[src/rtl/bcd_calc_sequencer_if.sv]
// ---------------------------------------------------------------------------
// bcd_calc_sequencer_if
// Connects the calculator front-end to the BCD add/subtract datapath.
// Words use sign-nibble encoding: {4'hF, h, t, o} is positive and
// {4'hE, h, t, o} is negative.
//
// Handshake: the master drives firstNumber/secondNumber and raises aluStart
// for exactly one cycle. The operands stay stable until the master leaves
// its done state. The slave answers later with a one-cycle aluDone strobe.
// aluSum and aluCarry must be valid in the cycle that aluDone is high.
// There is no ready/backpressure: one request is outstanding at a time.
//
// Signals:
//   aluStart      master -> slave  one-cycle launch pulse
//   firstNumber   master -> slave  operand A (16 bits)
//   secondNumber  master -> slave  operand B (16 bits)
//   aluSum        slave -> master  result (16 bits)
//   aluCarry      slave -> master  carry out of the hundreds digit
//   aluDone       slave -> master  completion strobe
// ---------------------------------------------------------------------------
interface bcd_calc_sequencer_if;
    logic        aluStart;
    logic [15:0] firstNumber;
    logic [15:0] secondNumber;
    logic [15:0] aluSum;
    logic        aluCarry;
    logic        aluDone;

    modport master (
        output aluStart, firstNumber, secondNumber,
        input  aluSum, aluCarry, aluDone
    );

    modport slave (
        input  aluStart, firstNumber, secondNumber,
        output aluSum, aluCarry, aluDone
    );
endinterface

[src/rtl/bcd_calc_sequencer.sv]
// ---------------------------------------------------------------------------
// bcd_calc_sequencer
// Front-end controller for the 3-digit signed BCD calculator. It
// synchronises and debounces five active-low buttons, and it sequences
// operand entry. It launches the datapath, latches the result, and chooses
// the word that is shown on the display.
//
// Optional feature (macro BCD_SEQ_AUTOCLEAR_EN):
//   When the macro is defined, an enter press in DONE returns the block to
//   ENTER_A and clears the operands and the result. The debouncers keep
//   their state. When the macro is not defined, only reset leaves DONE.
//
// Ports:
//   clk, reset       clock; synchronous active-high reset
//   onesBtn, tensBtn, hundredsBtn, sign, enter
//                    raw active-low buttons, asynchronous to clk
//   alu              datapath handshake (master modport)
//   sum, overflow    latched result and carry
//   finished         calculation complete
//   numberOn         0 = operand A shown, 1 = operand B or result shown
//   displayValue     word sent to the seven-segment driver
//   state_dbg        current FSM state:
//                    0 ENTER_A, 1 ENTER_B, 2 START, 3 WAIT, 4 DONE
// ---------------------------------------------------------------------------
module bcd_calc_sequencer #(
    parameter int DEBOUNCE_CYCLES = 240000
) (
    input  logic                        clk,
    input  logic                        reset,
    input  logic                        onesBtn,
    input  logic                        tensBtn,
    input  logic                        hundredsBtn,
    input  logic                        sign,
    input  logic                        enter,
    bcd_calc_sequencer_if.master        alu,
    output logic [15:0]                 sum,
    output logic                        overflow,
    output logic                        finished,
    output logic                        numberOn,
    output logic [15:0]                 displayValue,
    output logic [2:0]                  state_dbg
);

    localparam int          CW      = $clog2(DEBOUNCE_CYCLES);
    localparam logic [CW-1:0] CNT_MAX = CW'(DEBOUNCE_CYCLES - 1);
    localparam logic [15:0] ZERO_WORD = 16'hF000;

    // Button index: 0 ones, 1 tens, 2 hundreds, 3 sign, 4 enter
    logic [4:0]    raw;
    logic [4:0]    sync1, sync2;
    logic [4:0]    pressed;
    logic [4:0]    evt;
    logic [CW-1:0] cnt [5];

    assign raw = {enter, sign, hundredsBtn, tensBtn, onesBtn};

    // A debouncer flips its level only after CNT_MAX+1 samples in a row that
    // disagree with that level. A sample that matches the current level
    // clears the run. A level is disagreeing when sync2 == pressed, because
    // a synchronised low means pressed. A press event is a one-cycle pulse.
    always_ff @(posedge clk) begin
        if (reset) begin
            sync1   <= '1;
            sync2   <= '1;
            pressed <= '0;
            evt     <= '0;
            for (int i = 0; i < 5; i++) cnt[i] <= '0;
        end else begin
            sync1 <= raw;
            sync2 <= sync1;
            for (int i = 0; i < 5; i++) begin
                evt[i] <= 1'b0;
                if (sync2[i] == pressed[i]) begin
                    if (cnt[i] == CNT_MAX) begin
                        cnt[i]     <= '0;
                        pressed[i] <= ~pressed[i];
                        evt[i]     <= ~pressed[i];
                    end else begin
                        cnt[i] <= cnt[i] + 1'b1;
                    end
                end else begin
                    cnt[i] <= '0;
                end
            end
        end
    end

    typedef enum logic [2:0] {
        ENTER_A = 3'd0,
        ENTER_B = 3'd1,
        START   = 3'd2,
        WAIT    = 3'd3,
        DONE    = 3'd4
    } state_t;

    state_t      state, next_state;
    logic [15:0] a_q, b_q;
    logic [15:0] a_n, b_n, sum_n, disp_n;
    logic        ovf_n, start_q, start_n, fin_n, num_n;

    function automatic logic [3:0] bcd_inc(input logic [3:0] d);
        return (d >= 4'd9) ? 4'd0 : d + 4'd1;
    endfunction

    // The digits wrap on their own with no carry. Flipping bit 12 toggles
    // the sign nibble between F and E.
    function automatic logic [15:0] apply_events(input logic [15:0] w,
                                                 input logic [3:0]  e);
        logic [15:0] r;
        r = w;
        if (e[0]) r[3:0]   = bcd_inc(w[3:0]);
        if (e[1]) r[7:4]   = bcd_inc(w[7:4]);
        if (e[2]) r[11:8]  = bcd_inc(w[11:8]);
        if (e[3]) r[15:12] = w[15:12] ^ 4'h1;
        return r;
    endfunction

    always_comb begin
        next_state = state;
        a_n        = a_q;
        b_n        = b_q;
        sum_n      = sum;
        ovf_n      = overflow;
        case (state)
            ENTER_A: begin
                // enter wins; any other events in the same cycle are dropped
                if (evt[4]) next_state = ENTER_B;
                else        a_n = apply_events(a_q, evt[3:0]);
            end
            ENTER_B: begin
                if (evt[4]) next_state = START;
                else        b_n = apply_events(b_q, evt[3:0]);
            end
            START: next_state = WAIT;
            WAIT: begin
                if (alu.aluDone) begin
                    sum_n      = alu.aluSum;
                    ovf_n      = alu.aluCarry;
                    next_state = DONE;
                end
            end
            DONE: begin
`ifdef BCD_SEQ_AUTOCLEAR_EN
                if (evt[4]) begin
                    next_state = ENTER_A;
                    a_n        = ZERO_WORD;
                    b_n        = ZERO_WORD;
                    sum_n      = ZERO_WORD;
                    ovf_n      = 1'b0;
                end
`endif
            end
            default: next_state = ENTER_A;
        endcase

        // The outputs are computed from the next state, so the registered
        // copies are valid in the first cycle of each state.
        start_n = (next_state == START);
        fin_n   = (next_state == DONE);
        num_n   = (next_state != ENTER_A);
        case (next_state)
            ENTER_A: disp_n = a_n;
            DONE:    disp_n = sum_n;
            default: disp_n = b_n;
        endcase
    end

    always_ff @(posedge clk) begin
        if (reset) begin
            state        <= ENTER_A;
            a_q          <= ZERO_WORD;
            b_q          <= ZERO_WORD;
            sum          <= ZERO_WORD;
            overflow     <= 1'b0;
            start_q      <= 1'b0;
            finished     <= 1'b0;
            numberOn     <= 1'b0;
            displayValue <= ZERO_WORD;
        end else begin
            state        <= next_state;
            a_q          <= a_n;
            b_q          <= b_n;
            sum          <= sum_n;
            overflow     <= ovf_n;
            start_q      <= start_n;
            finished     <= fin_n;
            numberOn     <= num_n;
            displayValue <= disp_n;
        end
    end

    assign alu.aluStart     = start_q;
    assign alu.firstNumber  = a_q;
    assign alu.secondNumber = b_q;
    assign state_dbg        = state;

endmodule

[src/flat_wrapper.sv]
// flat-port wrapper written by rule: the top's interface ports become plain ports
module bcd_calc_sequencer_flat 
#(
    parameter int DEBOUNCE_CYCLES = 240000
)
  (clk, reset, onesBtn, tensBtn, hundredsBtn, sign, enter, sum, overflow, finished, numberOn, displayValue, state_dbg, alu_aluStart, alu_firstNumber, alu_secondNumber, alu_aluSum, alu_aluCarry, alu_aluDone);
  bcd_calc_sequencer_if alu_i ();
  input  logic clk;
  input  logic reset;
  input  logic onesBtn;
  input  logic tensBtn;
  input  logic hundredsBtn;
  input  logic sign;
  input  logic enter;
  output logic [15:0] sum;
  output logic overflow;
  output logic finished;
  output logic numberOn;
  output logic [15:0] displayValue;
  output logic [2:0] state_dbg;
  output wire logic [$bits(alu_i.aluStart)-1:0] alu_aluStart;
  output wire logic [$bits(alu_i.firstNumber)-1:0] alu_firstNumber;
  output wire logic [$bits(alu_i.secondNumber)-1:0] alu_secondNumber;
  input wire logic [$bits(alu_i.aluSum)-1:0] alu_aluSum;
  input wire logic [$bits(alu_i.aluCarry)-1:0] alu_aluCarry;
  input wire logic [$bits(alu_i.aluDone)-1:0] alu_aluDone;
  assign alu_aluStart = alu_i.aluStart;
  assign alu_firstNumber = alu_i.firstNumber;
  assign alu_secondNumber = alu_i.secondNumber;
  assign alu_i.aluSum = alu_aluSum;
  assign alu_i.aluCarry = alu_aluCarry;
  assign alu_i.aluDone = alu_aluDone;
  bcd_calc_sequencer #(.DEBOUNCE_CYCLES(DEBOUNCE_CYCLES)) u_core (.clk(clk), .reset(reset), .onesBtn(onesBtn), .tensBtn(tensBtn), .hundredsBtn(hundredsBtn), .sign(sign), .enter(enter), .alu(alu_i), .sum(sum), .overflow(overflow), .finished(finished), .numberOn(numberOn), .displayValue(displayValue), .state_dbg(state_dbg));
endmodule
[config.mk]
export PLATFORM = sky130hd
export DESIGN_NAME = bcd_calc_sequencer_flat
export DESIGN_NICKNAME = d
export VERILOG_FILES = /design/src/rtl/bcd_calc_sequencer_if.sv /design/src/rtl/bcd_calc_sequencer.sv /design/src/flat_wrapper.sv
export SDC_FILE = /design/constraint.sdc
export NUM_CORES = 1
export LEC_CHECK = 0
export CAP_MARGIN = 25
export CORE_UTILIZATION = 60
export CTS_BUF_LIST = sky130_fd_sc_hd__clkbuf_8
export DETAILED_ROUTE_END_ITERATION = 7
export PLACE_DENSITY_LB_ADDON = 0.25
export SYNTH_ARGS = -nofsm -noshare
export SYNTH_HDL_FRONTEND = slang
export SYNTH_SLANG_ARGS = --single-unit
[constraint.sdc]
create_clock -name clk -period 6.6 [get_ports clk]
set_input_delay 1.65 -clock clk [delete_from_list [all_inputs] [get_ports clk]]
set_output_delay 1.65 -clock clk [all_outputs]
set_load 0.03 [all_outputs]
==> results.md <==
* Status: finished clean
* Dpl cells at 1205
* Crit end category: output port
* Die height at 122 µm
* Nets at 1092
* Slew @ Worst Pin at 1.09 ns
* Fraction of layout cells with a size suffix above 1 at 5.68%
* Max cap viols at 0
* Final period util at 55.2%
* Worst slew margin at 26.9%
* Setup WS pre-CTS at 2.90 ns
* Final worst path period need at 3.64 ns
* Fin Clk Skew at 0.00780 ns
* WS Path Type: flop to output port
* Largest net degree at the start of global routing at 42
* Final Hold Viols at 0
* CTS Root Cell: clkbuf_8
* Worst hold-check path type: flop to flop
* Post-synth EDFFs at 90
* Core area at about 14000 µm²
* PortBufs at 89
* CP Launch Type: flop
* Synth Instances at 878
* CTS resizes at 0
* Later-pin clock latency in the skew report at ~0.47 ns
* Tot GR Track Use at 26.5%
* WL/cell at 15.0 µm
* Initial Util at 61.6%
* Vias per cell at 5.60
* Final Slew Violations at 0
* Die Area at 14800 µm²
* Buffers & Inverters on Critical Path at 1
* Synth warn at 0
* CP peak stage delay at 0.79 ns
* CTS Buf Count at 17
* Count leader, synth: nor2_1
* Synth cell types at 66
* Post-CTS Hold Fix Bufs at 0
* I/O Pins at between 90 and 100
* Area leader, netlist: edfxtp_1
* Synth top cells by count: nor2_1 (114), edfxtp_1 (90), nand2_1 (87)
* Worst vdd ir at 0.124 mV
* First-pass GRT wire length at between 30 and 40 mm
* Sequential element share of the synthesized area at 51.3%
* Area growth, synth to finish at 20.0%
* R2R Setup Slk at ~4.2 ns
* Dpl hpwl at 13.4 mm
* Row Count at 43
* DR vias at a little under 7000
* Main synth FF type: edfxtp_1
* Bufs on Longest Clock Path at 2
* Critical-path maximum fanout at 20
* Share of flip-flops with an asynchronous set or reset at 0%
* Finished Layout Cells at 1237
* Antenna violations before repair at 0
* Die Wd at between 100 and 150 µm
* Slowest cell on crit path: clkdlybuf4s50_1
* CP top delay family: buffers and inverters
* Antenna Cells at 0
* Post-CTS setup buffers at 0
* CP arrival at 1.99 ns
* Gpl congestion at 0.869
* Area contributors post-synth: edfxtp_1 (31%), dfxtp_1 (20%), nor2_1 (5.0%), xnor2_1 (4.1%), nand2_1 (3.8%)
* Clock Sinks at 175
* DR pass1 iterations at 5
* Setup_tns at 0 ns
* Total length of routed wires at 18.5 mm
* Htree depth at 4
* Cell area after synthesis at 8590 µm²
* Leakage at between 3 and 4 nW
* Synthesized area per cell at 9.78 µm²
* Initial DRC count at 659
* Vias in the first global route at 6287
* Final setup violation count at 0
* Gr ovfl total at 0
* Clock-pin slew on the worst setup and hold paths at 0.09 ns
* CTS tree: yes
* PwrDens at 196 nW/µm²
* Worst EP required at 4.95 ns
* # DRC at 0
* Fmax at ~270 MHz
* Remaining antenna violation count at 0
* RSZ-0062 raised after global routing: false
* Yosys top cell area share at 31.5%
* Synth Register Bits at 175
* Worst setup margin at 2.96 ns
* CP Cell Sequence: clkdlybuf4s50_1
-- report_power, final --
| part | internal [W] | leakage (nW) | switching [W] |
|---|---|---|---|
| registers | 0.00117 | 1.62 | 0.0000279 |
| clock network | 0.000365 | 0.209 | 0.000378 |
| logic | 0.0000353 | 1.81 | 0.0000482 |
| total | 0.00157 | 3.63 | 0.000454 |
-- path summary, 6_finish.rpt --
path	startpoint	end	depth (start not counted)
worst max-delay path	u_core.state_dbg[2]$_SDFF_PP0_	state_dbg[2]	1
worst min-delay path	u_core.sync1[4]$_SDFF_PP1_	u_core.sync2[4]$_SDFF_PP1_	1
worst max register to register	u_core.state_dbg[0]$_SDFF_PP0_	u_core.displayValue[9]$_SDFF_PP0_	4
worst min register to register	u_core.sync1[4]$_SDFF_PP1_	u_core.sync2[4]$_SDFF_PP1_	1
-- flip-flops by register name (all words and copies together), names as in the netlist --
register                 flops
u_core.cnt                  90
u_core.displayValue         16
u_core.sum                  16
u_core.alu.firstNumber      13
u_core.alu.secondNumber     13
u_core.evt                   5
u_core.pressed               5
u_core.sync1                 5
u_core.sync2                 5
u_core.state_dbg             3
u_core.alu.aluStart          1
u_core.finished              1
u_core.numberOn              1
u_core.overflow              1
-- cells by family after synthesis --
group | share of synthesized area [%]
other cells | 0.0437
buf+inv | 3.76
simple gates | 23.4
fa+ha+maj | 3.35
xor+xnor | 7.34
flops | 51.3
compound gates | 10.7
mux | 0.131
-- placed cells by master, fill, tap and decap left out, types with 16 or more instances in the layout --
cell	Yosys	layout
nor2_1	114	114
conb_1	1	96
edfxtp_1	90	90
clkdlybuf4s50_1	0	88
nand2_1	87	87
dfxtp_1	85	85
a21oi_1	44	44
xnor2_1	40	40
inv_1	35	36
nand3_1	34	34
xor2_1	32	32
nand4_1	28	28
ha_1	23	23
nor4_1	21	20
clkbuf_8	0	17
o21ai_0	16	16
-- final cells by class --
class                      instances  area, µm²
timing repair buffer              94        935
tap                              180        225
multi-input combinational        721       4230
clock buffer                      17        234
fill                            1039       3630
inverter                          35        131
clock inverter                    15        151
sequential                       175       4400
-- through the flow --
stage / cell area, µm² / power (W) / hold slack (ns) / util (%)
5_1_grt: 10300 / 0.00209 / 0.429 / 74.0
3_3_place_gp: 9890 / 0.00130 / 0.393 / 71.0
6_report: 10300 / 0.00202 / 0.414 / 74.0
3_5_place_dp: 9920 / 0.00130 / 0.394 / 71.2
4_1_cts: 10300 / 0.00203 / 0.414 / 74.0
2_1_floorplan: 8950 / 0.00127 / 0.389 / -
-- routing by layer --
| metal | part of all wire (%) | track usage (%) | vias up |
|---|---|---|---|
| li1 | - | - | 3417 |
| met1 | 44 | 34.6 | 3222 |
| met2 | 46 | 41.2 | 245 |
| met3 | 7.0 | 6.74 | 38 |
| met4 | 3.0 | 12.5 | 0 |
| met5 | 0 | 0 | - |
Note: power is estimated with default switching activity, not from simulation.
